==> src/rtl/adc_rd_pkg.sv <==
`default_nettype none
// ============================================================================
// Module      : adc_rd_pkg
// Description : Shared types and constants for the ADC readout buffer.
//               Holds the readout state enum, the pixel index constants
//               and the settle counter width.
// Revision    : 1.0 - initial release
// ============================================================================
package adc_rd_pkg;

    // Settle counter width. Wide enough for SETTLE_CYC up to 15.
    localparam int c_CNT_W = 4;

    // Pixel order in the buffer and on the output stream
    localparam logic [1:0] c_PIX_R1C1 = 2'd0;
    localparam logic [1:0] c_PIX_R1C2 = 2'd1;
    localparam logic [1:0] c_PIX_R2C1 = 2'd2;
    localparam logic [1:0] c_PIX_R2C2 = 2'd3;

    typedef enum logic [2:0] {
        IDLE   = 3'd0,
        ARMED  = 3'd1,
        SETTLE = 3'd2,
        HOLD   = 3'd3,
        END    = 3'd4,
        STREAM = 3'd5
    } state_t;

endpackage
`default_nettype wire

==> src/rtl/pix_stream_out.sv <==
`default_nettype none
// ============================================================================
// Module      : pix_stream_out
// Description : 4-entry pixel buffer plus the valid/ready index sequencer.
//               Row captures write two entries at once; a start strobe
//               launches the stream at pixel 0 and o_done pulses with the
//               handshake of pixel 3.
// Ports       : clk, rst      - clock, synchronous active-high reset
//               i_wr_en       - write one row (two columns) into the buffer
//               i_wr_row2     - 0: row 1 -> entries 0/1, 1: row 2 -> 2/3
//               i_col1/i_col2 - column samples to write
//               i_start       - begin streaming from pixel 0
//               i_ready       - consumer ready
//               o_data/o_idx  - current pixel value and index
//               o_valid       - o_data/o_idx valid
//               o_done        - pixel 3 accepted this cycle
// Revision    : 1.0 - initial release
// ============================================================================
module pix_stream_out
    import adc_rd_pkg::*;
#(
    parameter int DATA_W = 8
) (
    input  logic              clk,
    input  logic              rst,
    input  logic              i_wr_en,
    input  logic              i_wr_row2,
    input  logic [DATA_W-1:0] i_col1,
    input  logic [DATA_W-1:0] i_col2,
    input  logic              i_start,
    input  logic              i_ready,
    output logic [DATA_W-1:0] o_data,
    output logic [1:0]        o_idx,
    output logic              o_valid,
    output logic              o_done
);

    logic [DATA_W-1:0] r_buf [4];
    logic [DATA_W-1:0] r_data;
    logic [1:0]        r_idx;
    logic              r_valid;

    logic              w_xfer;
    logic              w_last;
    logic [1:0]        w_idx_nxt;

    assign w_xfer    = r_valid & i_ready;
    assign w_last    = (r_idx == c_PIX_R2C2);
    assign w_idx_nxt = r_idx + 2'd1;

    always_ff @(posedge clk) begin
        if (rst) begin
            for (int i = 0; i < 4; i++) begin
                r_buf[i] <= '0;
            end
            r_data  <= '0;
            r_idx   <= c_PIX_R1C1;
            r_valid <= 1'b0;
        end else begin
            if (i_wr_en) begin
                if (i_wr_row2) begin
                    r_buf[c_PIX_R2C1] <= i_col1;
                    r_buf[c_PIX_R2C2] <= i_col2;
                end else begin
                    r_buf[c_PIX_R1C1] <= i_col1;
                    r_buf[c_PIX_R1C2] <= i_col2;
                end
            end
            // Data is pre-fetched into r_data so the output is a plain
            // register, held unchanged while the consumer stalls.
            if (i_start) begin
                r_valid <= 1'b1;
                r_idx   <= c_PIX_R1C1;
                r_data  <= r_buf[c_PIX_R1C1];
            end else if (w_xfer) begin
                if (w_last) begin
                    r_valid <= 1'b0;
                end else begin
                    r_idx  <= w_idx_nxt;
                    r_data <= r_buf[w_idx_nxt];
                end
            end
        end
    end

    assign o_data  = r_data;
    assign o_idx   = r_idx;
    assign o_valid = r_valid;
    assign o_done  = w_xfer & w_last;

endmodule
`default_nettype wire

==> src/rtl/adc_readout_buffer.sv <==
`default_nettype none
// ============================================================================
// Module      : adc_readout_buffer
// Description : Captures a 2x2 pixel frame during the ADC readout phase
//               (row enables NRE_1/NRE_2, active low, settle then sample)
//               and streams the 4 pixels over valid/ready once complete.
// Ports       : Clk, Reset           - clock, synchronous active-high reset
//               ADC                  - readout phase from exposure FSM
//               NRE_1, NRE_2         - row read enables, active low
//               Adc_Col1, Adc_Col2   - column converter outputs
//               Pix_Data, Pix_Idx    - streamed pixel and its index
//               Pix_Valid, Pix_Ready - stream handshake
//               Frame_Done           - pulse when pixel 3 is accepted
//               Frame_Err            - pulse when a phase ends incomplete
//               Overrun              - sticky, ADC rose while busy
// Revision    : 1.0 - initial release
// ============================================================================
module adc_readout_buffer
    import adc_rd_pkg::*;
#(
    parameter int DATA_W     = 8,
    parameter int SETTLE_CYC = 4
) (
    input  logic              Clk,
    input  logic              Reset,
    input  logic              ADC,
    input  logic              NRE_1,
    input  logic              NRE_2,
    input  logic [DATA_W-1:0] Adc_Col1,
    input  logic [DATA_W-1:0] Adc_Col2,
    output logic [DATA_W-1:0] Pix_Data,
    output logic [1:0]        Pix_Idx,
    output logic              Pix_Valid,
    input  logic              Pix_Ready,
    output logic              Frame_Done,
    output logic              Frame_Err,
    output logic              Overrun
);

    localparam logic [c_CNT_W-1:0] c_CNT_LAST = c_CNT_W'(SETTLE_CYC - 1);

    state_t             r_state;
    logic               r_adc_d;
    logic [c_CNT_W-1:0] r_cnt;
    logic               r_row2;      // selected row: 0 = row 1, 1 = row 2
    logic [1:0]         r_cap;       // per-row captured flags
    logic               r_err;
    logic               r_frame_err;
    logic               r_overrun;

    logic               w_rise;
    logic               w_fall;
    logic               w_row1_lo;
    logic               w_row2_lo;
    logic               w_sel_lo;
    logic               w_sample;
    logic               w_start;
    logic               w_done;

    assign w_rise    = ADC & ~r_adc_d;
    assign w_fall    = ~ADC & r_adc_d;
    assign w_row1_lo = ~NRE_1;
    assign w_row2_lo = ~NRE_2;
    assign w_sel_lo  = r_row2 ? w_row2_lo : w_row1_lo;

    // A falling ADC edge pre-empts a sample landing in the same cycle.
    assign w_sample  = (r_state == SETTLE) && !w_fall && w_sel_lo && (r_cnt == c_CNT_LAST);
    assign w_start   = (r_state == END) && (r_cap == 2'b11) && !r_err;

    always_ff @(posedge Clk) begin
        if (Reset) begin
            r_state     <= IDLE;
            r_adc_d     <= 1'b0;
            r_cnt       <= '0;
            r_row2      <= 1'b0;
            r_cap       <= 2'b00;
            r_err       <= 1'b0;
            r_frame_err <= 1'b0;
            r_overrun   <= 1'b0;
        end else begin
            r_adc_d     <= ADC;
            r_frame_err <= 1'b0;

            // A new phase while busy is dropped; only IDLE accepts a rise.
            if (w_rise && (r_state != IDLE)) begin
                r_overrun <= 1'b1;
            end

            case (r_state)
                IDLE: begin
                    if (w_rise) begin
                        r_cap   <= 2'b00;
                        r_err   <= 1'b0;
                        r_state <= ARMED;
                    end
                end
                ARMED: begin
                    if (w_fall) begin
                        r_state <= END;
                    end else if (w_row1_lo && w_row2_lo) begin
                        r_err <= 1'b1;
                    end else if (w_row1_lo && !r_cap[0]) begin
                        r_row2  <= 1'b0;
                        r_cnt   <= '0;
                        r_state <= SETTLE;
                    end else if (w_row2_lo && !r_cap[1]) begin
                        r_row2  <= 1'b1;
                        r_cnt   <= '0;
                        r_state <= SETTLE;
                    end
                end
                SETTLE: begin
                    if (w_fall) begin
                        r_state <= END;
                    end else if (!w_sel_lo) begin
                        r_state <= ARMED;
                    end else if (w_sample) begin
                        r_cap[r_row2] <= 1'b1;
                        r_state       <= HOLD;
                    end else begin
                        r_cnt <= r_cnt + c_CNT_W'(1);
                    end
                end
                HOLD: begin
                    if (w_fall) begin
                        r_state <= END;
                    end else if (!w_sel_lo) begin
                        r_state <= ARMED;
                    end
                end
                END: begin
                    if (w_start) begin
                        r_state <= STREAM;
                    end else begin
                        r_frame_err <= 1'b1;
                        r_state     <= IDLE;
                    end
                end
                STREAM: begin
                    if (w_done) begin
                        r_state <= IDLE;
                    end
                end
                default: r_state <= IDLE;
            endcase
        end
    end

    pix_stream_out #(
        .DATA_W (DATA_W)
    ) u_stream (
        .clk       (Clk),
        .rst       (Reset),
        .i_wr_en   (w_sample),
        .i_wr_row2 (r_row2),
        .i_col1    (Adc_Col1),
        .i_col2    (Adc_Col2),
        .i_start   (w_start),
        .i_ready   (Pix_Ready),
        .o_data    (Pix_Data),
        .o_idx     (Pix_Idx),
        .o_valid   (Pix_Valid),
        .o_done    (w_done)
    );

    assign Frame_Done = w_done;
    assign Frame_Err  = r_frame_err;
    assign Overrun    = r_overrun;

endmodule
`default_nettype wire
==> config.mk <==
export PLATFORM = sky130hd
export DESIGN_NAME = adc_readout_buffer
export DESIGN_NICKNAME = d
export VERILOG_FILES = /design/src/rtl/adc_rd_pkg.sv /design/src/rtl/pix_stream_out.sv /design/src/rtl/adc_readout_buffer.sv
export SDC_FILE = /design/constraint.sdc
export NUM_CORES = 1
export LEC_CHECK = 0
export ABC_AREA = 1
export BUFFER_PORTS_ARGS = -buffer_cell sky130_fd_sc_hd__buf_2
export CAP_MARGIN = 20
export CORE_MARGIN = 8
export CORE_UTILIZATION = 47
export DETAILED_ROUTE_END_ITERATION = 12
export GPL_ROUTABILITY_DRIVEN = 0
export PLACE_DENSITY = 0.66
export SLEW_MARGIN = 20
export SYNTH_ARGS = -nofsm -noshare
export SYNTH_HDL_FRONTEND = slang
export SYNTH_SLANG_ARGS = --single-unit
==> constraint.sdc <==
create_clock -name Clk -period 6.2 [get_ports Clk]
set_clock_uncertainty 0.2 [all_clocks]
set_input_delay 0 -clock Clk [delete_from_list [all_inputs] [get_ports Clk]]
set_output_delay 0 -clock Clk [all_outputs]
set_load 0.005 [all_outputs]
==> results of run 1 <==
[layout make-up]
type	count	area, sq um
inverters	57	214
fillers	532	2450
multi-input cells	213	1100
repair buffers	59	410
clock buffers	14	143
well taps	75	93.8
clock inverters	2	8.76
flip-flops and latches	57	1460
[registers in the layout, indices dropped and copies added, names as in the netlist]
register	cells
u_stream.r_buf	32
u_stream.o_data	8
r_cnt	4
r_state	3
r_cap	2
u_stream.o_idx	2
Frame_Err	1
Overrun	1
r_adc_d	1
r_err	1
r_row2	1
u_stream.o_valid	1
[worst max path at each step]
stage	start	endpoint	slack, ns	cells past startpoint
after floorplan	r_cnt[0]	u_stream.r_buf[0][0]	3.54	5
after global placement	r_state[1]	u_stream.r_buf[0][0]	4.28	8
after detailed placement	r_cnt[0]	u_stream.r_buf[1][5]	4.19	7
after CTS	r_state[1]	u_stream.r_buf[1][5]	4.17	8
after global routing	r_state[1]	u_stream.r_buf[1][4]	3.97	8
final	r_state[1]	u_stream.r_buf[1][5]	4.17	8
[power by group through the flow]
| stage | clock [mW] | sequential, mW | combinational [mW] |
|---|---|---|---|
| finish | 0.280 | 0.468 | 0.230 |
| global route | 0.302 | 0.472 | 0.264 |
| CTS | 0.285 | 0.467 | 0.227 |
| detailed placement | 0 | 0.475 | 0.215 |
| global placement | 0 | 0.472 | 0.215 |
| floorplan | 0 | 0.461 | 0.175 |
[through the flow]
stage                     setup slack (ns)  total power, mW
after floorplan                       3.54            0.635
final                                 4.17            0.978
after global routing                  3.97             1.04
after detailed placement              4.19            0.690
after global placement                4.28            0.687
after CTS                             4.17            0.978
[worst register-to-register path, stage by stage (launching register included)]
cell and delay [ns]:
dfxtp_1 0.40, inv_2 0.06, nor2_2 0.10, nand2_1 0.14, nor2_4 0.15, nand3_2 0.11, nor2_2 0.11, nand2_2 0.34
nor2_1 0.24
[per-layer routing]
layer | global-route usage, % | wire [um] | vias to the layer above
li1 | - | - | 1217
met4 | 8.72 | 135 | 0
met1 | 20.9 | 3150 | 1037
met5 | 0 | 0 | -
met3 | 4.00 | 395 | 11
met2 | 22.9 | 2720 | 75
[cells in the final DEF (no fill, tap or decap), types with 2 or more instances in the layout]
cell type,count
a21oi_1,22
buf_2,35
buf_4,2
clkbuf_1,5
clkbuf_8,9
clkinv_1,2
dfxtp_1,25
dlygate4sd3_1,22
edfxtp_1,32
ha_1,2
inv_1,50
inv_2,6
nand2_1,45
nand2_2,4
nand3_1,18
nand4_1,5
nor2_1,41
nor2_2,19
nor2_4,8
nor3_1,2
o211ai_1,2
o21ai_0,25
o21ai_1,11
o31ai_1,2
[kinds of logic (layout without fill, tap and decap cells)]
logic type	Yosys count	in the layout	share of synthesized area [%]
flip-flops	57	57	51.4
AND/OR/NAND/NOR	146	146	25.6
AO/OA/AOI/OAI	65	65	12.3
buffers and inverters	67	132	9.77
adder cells (fa/ha/maj)	2	2	0.881
[what timing repair did]
action                                  in CTS  in global routing
endpoints found under the hold margin       42                  0
buffers inserted                             0                  0
hold buffers                                22                  0
endpoints found under the setup margin       0                  0
[Yosys cell counts (all sizes together) (2+ instances only)]
master,count
o31ai,2
nand3,20
o21ai,37
inv,56
nor3,2
nand2,49
edfxtp,32
nand4,5
nor2,68
a21oi,22
ha,2
o211ai,2
buf,6
clkbuf,4
dfxtp,25
==> summary.txt, run 1 <==
STA
  • Final Max Tran Viols: 0
  • RSZ-0062 raised after global routing: false
  • Hold Violations, Final: 0
  • Worst-margin pin slew: 0.661 ns
  • Tcrit/Tclk final: 32.7%
  • Setup TNS: 0 ns
  • Max-Slew Margin vs Limit: 55.9%
  • Post-layout min period: 2.03 ns
  • Hold slack: 0.265 ns
  • Final setup viols: 0
  • F_max: 494 MHz

Layout
  • Post-route non-filler standard cell count: 477
  • Fin util: 58.3%
  • Layout area overhead: 20.8%
  • Fin nets: 421
  • Share of cells above drive strength 1: 22.1%
  • Final instance area: 3430 sq um
  • Antenna diode count: 0

Drt
  • Vias post-DR: 2340
  • Via/cell ratio: 4.91
  • Post-Route WL: 6.41 mm
  • DRT iter0 DRCs: 206
  • Final ANT Viol Nets: 0
  • WL/cell: 13.4 um
  • TritonRoute pass-1 iters: 5
  • # DRC: 0

Worst setup path
  • FF-to-FF setup slack: 4.17 ns
  • CP arrival: 2.00 ns
  • CP max FO: 16
  • Crit path largest cell delay: 0.40 ns
  • Buf/Inv on CP: 1
  • Reg2Reg Depth: 8
  • Crit-path cells: inv_2 -> nor2_2 -> nand2_1 -> nor2_4 -> nand3_2 -> nor2_2 -> nand2_2 -> nor2_1
  • Worst path top cell family by delay: simple AND/OR/NAND/NOR gates
  • Setup CP Type: flop to flop
  • Most used cell, CP: nor2_2
  • CP max-delay cell: dfxtp_1
  • Reg2reg start: r_state[1]
  • RR Endpoint: u_stream.r_buf[1][5]
  • Worst Setup End Kind: flop
  • Worst Path Required: 6.17 ns
  • CP Launch Type: flop

Yosys
  • Synthesized flop and latch total: 57
  • Synth async-reset ratio: 0%
  • Ys flop type: edfxtp_1
  • Syn Area/Cell: 8.43 sq um
  • Post-synthesis sequential area ratio: 51.4%
  • Top cell type's share of synthesized area: 33.8%
  • Synthesis Warnings: 0
  • Cell type with the largest total area after synthesis: edfxtp_1
  • Post-synth cell types: 29
  • Netlist Area Pre-Place: 2840 sq um
  • EDFF count, synth: 32
  • Mapped Cells: 337
  • Top cells by area in the synthesized netlist: edfxtp_1 34%, dfxtp_1 18%, inv_1 6.6%
  • Mapped Nets: 361

Placed design
  • DP Wirelength: 4.49 mm
  • Area after DPL: 3060 sq um
  • Placed cell count: 439
  • PortBufs: 35

CTS
  • CTS Root Cell: clkbuf_8
  • CTS tree: built
  • Clk buf depth: 2
  • Worst-Skew Late Latency: 0.34 ns
  • Total CTS buffers: 9
  • CTS H-tree depth: 3
  • Clock slew at reported path FFs: 0.06 ns
  • TritonCTS Sinks: 57
  • Post_cts resized: 0

GRT
  • Initial antenna violation count: 0
  • Total Routing Usage GR: 15.8%
  • Grt ovf: 0
  • Pin count of the biggest net entering global routing: 21
  • Vias in the first global route: 2236
  • First-pass GRT wire length: 10.9 mm

Power and ir drop
  • Switch Pwr: 0.317 mW
  • P per Cell Area: 285 nW/um^2
  • P_int: 0.661 mW
  • Logic pwr share: 23.5%
  • Leak: 1.57 nW
  • Sw Share: 32.4%
  • Power share of the clock group: 28.6%
  • Flop pwr share: 47.9%
  • Max VDD drop: 0.000182 V

Die
  • Total Die Area: 8790 sq um
  • Row count: 28
  • Core region area: 5890 sq um
  • Starting Density: 48.3%
  • Die Span Y: 93.8 um
  • DIE WIDTH: 93.8 um
  • Io pins: 36

Hold path
  • Hold Path Class: input port to flop
  • Hold depth: 3
  • Sink of the worst hold path: r_cnt[3]
  • Beginning of the worst hold path: Reset

Outcome
  • Status: finished clean

Run
  • Maxcap violations: 0
No activity file was read; power rests on OpenSTA's default activity.
==> inputs of run 2 (changes only) <==
ABC_AREA = 0   (was 1)
clock period = 2.1 ns   (was 6.2 ns; I/O delays follow)
==> run 2 against run 1 <==
Net effect: sequential power rose to 2.8 times the previous value; fmax rose by 4.5%; critical path type unchanged; first-iteration DRC count shrank 27%; power increased to 2.9 times the previous value; synthesized area fell by 4.7%; worst setup slack got worse by 4.0 ns; non-clock buffer count up 17; largest cell class unchanged; largest power group unchanged; cell area up 1.5%.
==> summary.txt, run 2 <==
Power and ir drop
  • P per Cell Area: 809 nW/um^2 (+180%)
  • Max VDD drop: 0.000444 V (+140%)
  • P_int: 2.04 mW (+210%)
  • Sw Share: 27.8% (-4.6 points)
  • Leak: 1.39 nW (-11%)
  • Flop pwr share: 47.1% (-0.8 points)
  • Power share of the clock group: 35.3% (+6.7 points)
  • Logic pwr share: 17.6% (-5.9 points)
  • Total power: 2.82 mW (+190%)
  • Switch Pwr: 0.782 mW (+150%)

Worst setup path
  • Worst setup startpoint: r_cnt[0]
  • Reg2reg start: r_cnt[0]
  • CP max FO: 9 (-7)
  • Most used cell, CP: buf_4
  • Setup CP Type: flop to flop
  • Reg2Reg Depth: 6 (-2)
  • Crit path largest cell delay: 0.38 ns (-0.02 ns)
  • Crit-path cells: ha_1 -> nor3b_2 -> nand4_1 -> buf_4 -> o21ai_2 -> buf_4
  • FF-to-FF setup slack: 0.16 ns (-4.01 ns)
  • Worst setup path endpoint: u_stream.r_buf[1][3]
  • Worst Setup End Kind: flop
  • RR Endpoint: u_stream.r_buf[1][3]
  • CP Launch Type: flop
  • CP max-delay cell: dfxtp_1
  • Worst Path Required: 1.93 ns (-4.24 ns)
  • CP arrival: 1.77 ns (-0.23 ns)

Yosys
  • Syn Area/Cell: 10.6 sq um (+26%)
  • Most frequent cells after synthesis: 32 x and2_1, 32 x edfxtp_1, 28 x nor2_1
  • Top cells by area in the synthesized netlist: edfxtp_1 35%, dfxtp_1 18%, and2_1 7.4%
  • Netlist Area Pre-Place: 2710 sq um (-4.7%)
  • Synth async-reset ratio: 0% (unchanged)
  • Mapped Cells: 255 (-24%)
  • Cell type with the largest total area after synthesis: edfxtp_1
  • Mapped Nets: 279 (-23%)
  • Post-synth cell types: 45 (+55%)
  • Synthesis Warnings: 0 (unchanged)
  • Synthesized flop and latch total: 57 (unchanged)
  • Top cell type's share of synthesized area: 35.5% (+1.7 points)
  • Post-synthesis sequential area ratio: 54.0% (+2.5 points)
  • EDFF count, synth: 32 (unchanged)
  • Ys flop type: edfxtp_1

Layout
  • Antenna diode count: 0 (unchanged)
  • FILL cells: 466 (-12%)
  • Commonest non-fill, non-tap cells in the layout: 35 x buf_2, 32 x and2_1, 32 x edfxtp_1, 28 x nor2_1, 25 x dfxtp_1
  • Leading cell type in the layout, fill and taps excluded: buf_2
  • Fin nets: 355 (-16%)
  • Max FFs per register: 32 (unchanged)
  • Share of cells above drive strength 1: 25.3% (+3.2 points)
  • Layout area overhead: 28.7%
  • Post-route non-filler standard cell count: 408 (-14%)
  • Largest register by flop count: u_stream.r_buf

Die
  • Core region area: 5540 sq um (-5.9%)
  • Die Span Y: 91.9 um (-2.0%)
  • Total Die Area: 8450 sq um (-3.9%)
  • Starting Density: 48.9% (+0.59 points)
  • Row count: 27 (-3.6%)
  • DIE WIDTH: 91.9 um (-2.0%)
  • Io pins: 36 (unchanged)

STA
  • F_max: 516 MHz (+4.5%)
  • Setup TNS: 0 ns (unchanged)
  • Worst-margin pin slew: 0.551 ns (-0.110 ns)
  • Tcrit/Tclk final: 92.3% (+60 points)
  • Hold slack: 0.276 ns (+0.0111 ns)
  • RSZ-0062 raised after global routing: false
  • Hold Violations, Final: 0 (unchanged)
  • Post-layout min period: 1.94 ns (-0.0871 ns)
  • Max-Slew Margin vs Limit: 63.2% (+7.3 points)
  • Final setup viols: 0 (unchanged)
  • Final Max Tran Viols: 0 (unchanged)

Drt
  • TritonRoute pass-1 iters: 4 (-1)
  • WL/cell: 14.4 um (+7.1%)
  • Post-Route WL: 5.87 mm (-8.4%)
  • DRT iter0 DRCs: 150 (-27%)
  • Vias post-DR: 2064 (-12%)
  • Final ANT Viol Nets: 0 (unchanged)
  • Via/cell ratio: 5.06 (+3.1%)
  • # DRC: 0 (unchanged)

CTS
  • CTS H-tree depth: 3 (unchanged)
  • CTS tree: built
  • Clk buf depth: 2 (unchanged)
  • Clock slew at reported path FFs: 0.07 ns (about the same)
  • Total CTS buffers: 9 (unchanged)
  • CTS Root Cell: clkbuf_8
  • TritonCTS Sinks: 57 (unchanged)
  • Worst-Skew Late Latency: 0.32 ns (-0.02 ns)

Placed design
  • DP Wirelength: 4.09 mm (-8.9%)
  • Placed cell count: 369 (-16%)
  • PortBufs: 35 (unchanged)

GRT
  • Vias in the first global route: 1997 (-11%)
  • Total Routing Usage GR: 14.1% (-1.7 points)
  • Pin count of the biggest net entering global routing: 22 (+4.8%)
  • Grt ovf: 0 (unchanged)
  • Initial antenna violation count: 0 (unchanged)
  • First-pass GRT wire length: 9.54 mm (-12%)

Run
  • Maxcap violations: 0 (unchanged)

Hold path
  • Hold Path Class: flop to flop
  • Beginning of the worst hold path: r_err

Outcome
  • Status: finished clean
-- run 2: cell count changes after synthesis, sizes merged, moves of 3 or more --
cell / before / now
nor3: 2 / 14
buf: 6 / 9
a211o: 0 / 7
nand2: 49 / 14
and2: 0 / 32
nor2: 68 / 28
inv: 56 / 7
nand4: 5 / 2
mux2i: 0 / 10
nor2b: 0 / 7
o21ai: 37 / 5
nand3: 20 / 5
nand2b: 0 / 3
nor3b: 0 / 7
-- run 2: timing repair --
| action | 4_1_cts | 5_1_grt |
|---|---|---|
| hold buffers | 22 | 0 |
| gates resized for setup | 0 | 2 |
| endpoints found under the setup margin | 0 | 65 |
| endpoints found under the hold margin | 56 | 0 |
| setup buffers | 0 | 1 |
-- run 2: routing by layer --
| metal | global-route usage, % | part of all wire, % |
|---|---|---|
| met1 | 19.0 | 49 |
| met2 | 21.1 | 45 |
| met3 | 3.83 | 4.8 |
| met4 | 5.23 | 1.0 |
| met5 | 0 | 0 |
-- run 2: worst min-delay path by stage --
stage                         end  slack, ns  depth (start not counted)
final                       r_err       0.28                          2
after global routing        r_err       0.29                          2
after CTS                   r_err       0.27                          2
after detailed placement  r_adc_d       0.08                          2
after global placement    r_adc_d       0.07                          2
after floorplan           r_adc_d      -0.07                          1
-- run 2: power groups by stage --
stage                     logic [mW]  registers, mW  clock network (mW)
after floorplan                0.387           1.31                   0
after global placement         0.458           1.35                   0
after detailed placement       0.463           1.35                   0
after CTS                      0.496           1.32                1.01
after global routing           0.553           1.34                1.05
final                          0.496           1.33               0.995
-- run 2: area by class of cell --
cell class / instances / area (sq um) / area share (%)
Tap cell: 72 / 90.1 / 2.59
Timing Repair Buffer: 76 / 563 / 16.2
Clock inverter: 7 / 71.3 / 2.05
Inverter: 7 / 26.3 / 0.754
Multi-Input combinational cell: 180 / 1150 / 32.9
Sequential cell: 57 / 1460 / 42.0
Clock buffer: 9 / 124 / 3.56
-- run 2: kinds of logic (layout without fill, tap and decap cells) --
family / after synthesis / in the layout / synth area share [%]
simple gates: 118 / 118 / 24.2
flops: 57 / 57 / 54.0
fa+ha+maj: 2 / 2 / 0.924
xor+xnor: 1 / 1 / 0.324
buf+inv: 18 / 99 / 4.11
compound gates: 49 / 49 / 12.8
mux: 10 / 10 / 3.70
-- run 2: critical path, delay by kind of cell, from the launching register on --
family | cells | cell delay, ns
compound gates | 1 | 0.14
buf+inv | 2 | 0.39
simple gates | 2 | 0.32
flops | 1 | 0.38
fa+ha+maj | 1 | 0.21
-- run 2: stage by stage --
stage | util, % | setup slack, ns | instance area [sq um]
3_5_place_dp | 55.1 | 0.0595 | 3060
3_3_place_gp | 55.1 | 0.125 | 3060
6_report | 62.9 | 0.162 | 3480
5_1_grt | 62.9 | 0.0377 | 3480
2_1_floorplan | - | -0.0883 | 2720
4_1_cts | 62.6 | 0.0522 | 3470
==> inputs of run 3 (changes only) <==
CORE_MARGIN = not set   (was 8)
PLACE_DENSITY = 0.67   (was 0.66)
clock period = 2.48 ns   (was 2.1 ns; I/O delays follow)
==> run 3 against run 2 <==
Net effect: critical path depth fell by 1; non-clock buffer count decreased by 8; sequential cell count stayed put; highest routed layer unchanged; largest cell class unchanged; via count is 0.78% higher.
==> summary.txt, run 3 (same netlist as run 2, synthesis figures left out) <==
GRT
  • GR Layer Usage met2: 30.5% (+9.4 points)
  • First-pass GRT wire length: 9.58 mm (+0.44%)
  • Vias in the first global route: 2024 (+1.4%)
  • Met1 global-route usage: 29.6% (+11 points)
  • Pin count of the biggest net entering global routing: 23 (+4.5%)
  • GRT busiest layer: met2
  • M3 GR Usage: 4.82% (+0.99 points)
  • Total Routing Usage GR: 21.2% (+7.1 points)
  • Initial antenna violation count: 0 (unchanged)
  • Grt ovf: 0 (unchanged)

Power and ir drop
  • Leak: 1.37 nW (-1.5%)
  • Total power: 2.61 mW (-7.4%)
  • Max VDD drop: 0.000329 V (-26%)
  • P per Cell Area: 758 nW/um^2 (-6.3%)

Drt
  • DRT iter0 DRCs: 151 (+0.67%)
  • Final ANT Viol Nets: 0 (unchanged)
  • Via/cell ratio: 5.20 (+2.8%)
  • # DRC: 0 (unchanged)
  • WL/cell: 14.1 um (-2.3%)
  • Post-Route WL: 5.62 mm (-4.2%)
  • Vias post-DR: 2080 (+0.78%)
  • TritonRoute pass-1 iters: 4 (unchanged)

Hold path
  • Beginning of the worst hold path: Overrun
  • Hold Path Class: flop to flop

CTS
  • Clk buf depth: 2 (unchanged)
  • CTS H-tree depth: 3 (unchanged)
  • TritonCTS Sinks: 57 (unchanged)
  • CTS Root Cell: clkbuf_8
  • Worst-Skew Late Latency: 0.34 ns (+0.02 ns)
  • Clock slew at reported path FFs: 0.07 ns (about the same)
  • Total CTS buffers: 9 (unchanged)
  • CTS tree: built
  • Setup bufs post-CTS: 0 (unchanged)

Layout
  • Leading cell type in the layout, fill and taps excluded: buf_2
  • Post-route non-filler standard cell count: 400 (-2.0%)
  • Max FFs per register: 32 (unchanged)
  • Antenna diode count: 0 (unchanged)
  • Fin util: 62.1% (-0.75 points)
  • Share of cells above drive strength 1: 22.6% (-2.7 points)
  • Fin nets: 347 (-2.3%)
  • Layout area overhead: 27.1%
  • Largest register by flop count: u_stream.r_buf
  • Final instance area: 3440 sq um (-1.2%)
  • Commonest non-fill, non-tap cells in the layout: 35 x buf_2, 32 x and2_1, 32 x edfxtp_1, 28 x nor2_1, 25 x dfxtp_1

Placed design
  • DP Wirelength: 3.88 mm (-5.2%)
  • PortBufs: 35 (unchanged)
  • Placed cell count: 361 (-2.2%)
  • Area after DPL: 2960 sq um (-3.0%)

STA
  • RSZ-0062 raised after global routing: false
  • Setup TNS: 0 ns (unchanged)
  • F_max: 457 MHz (-12%)
  • Post-layout min period: 2.19 ns (+0.252 ns)
  • Final setup viols: 0 (unchanged)
  • Max-Slew Margin vs Limit: 63.2% (about the same)
  • Final Max Tran Viols: 0 (unchanged)
  • Tcrit/Tclk final: 88.3% (-4.0 points)
  • Hold Violations, Final: 0 (unchanged)
  • Worst-margin pin slew: 0.551 ns (-0.000253 ns)

Outcome
  • Status: finished clean

Worst setup path
  • Setup CP Type: flop to flop
  • CP Launch Type: flop
  • CP arrival: 2.02 ns (+0.25 ns)
  • Worst Setup End Kind: flop
  • Worst Path Required: 2.31 ns (+0.38 ns)
  • CP max FO: 16 (+7)
  • Worst setup startpoint: r_cnt[0]
  • Reg2reg start: r_cnt[0]

Die
  • Die Span Y: 77.9 um (-15%)
  • Core region area: 5540 sq um (unchanged)
  • Total Die Area: 6070 sq um (-28%)
  • DIE WIDTH: 77.9 um (-15%)
  • Starting Density: 48.9% (unchanged)
  • Io pins: 36 (unchanged)
  • Row count: 27 (unchanged)

Run
  • Maxcap violations: 0 (unchanged)
[run 3: cell count changes in the layout (fill, tap and decap cells not counted), moves of 2 or more]
cell        delta
buf_12         -2
o21ai_2        -2
clkinvlp_4     -2
bufinv_16      +2
buf_4          -7
inv_6          +2
[run 3: layer usage]
layer | vias up | share of wire, %
met5 | - | 0
met3 | 14 | 5.9
li1 | 1046 | -
met2 | 77 | 44
met4 | 0 | 2.3
met1 | 943 | 48
[run 3: power breakdown]
part	switching, mW	internal, mW
logic	0.202	0.196
clock network	0.404	0.677
registers	0.0745	1.05
[run 3: cell type report]
class / count / area, sq um
well taps: 72 / 90.1
repair buffers: 68 / 480
flip-flops and latches: 57 / 1460
fillers: 467 / 2100
multi-input cells: 180 / 1130
clock inverters: 7 / 125
inverters: 7 / 26.3
clock buffers: 9 / 124
[run 3: stage by stage]
stage | hold slack [ns] | setup slack, ns
after CTS | 0.262 | 0.295
final | 0.277 | 0.290
after global placement | 0.0784 | 0.404
after floorplan | -0.0718 | -0.389
after global routing | 0.288 | 0.0678
after detailed placement | 0.0921 | 0.318
[run 3: worst paths after layout]
kind                                              to  slack, ns  cells past startpoint
worst max-delay path            u_stream.r_buf[1][2]       0.29                      5
worst min-delay path                         Overrun       0.28                      2
worst max register to register  u_stream.r_buf[1][2]       0.29                      5
worst min register to register               Overrun       0.28                      2
[run 3: what timing repair did]
item | in CTS | in global routing
endpoints found under the hold margin | 52 | 0
hold buffers | 23 | 0
gates resized for setup | 0 | 0
[run 3: worst max-delay path: stages, from the launching register on]
cell and delay [ns]:
dfxtp_1 0.38, ha_1 0.21, nor3b_1 0.37, nand4_1 0.27, o21ai_1 0.20, buf_4 0.26
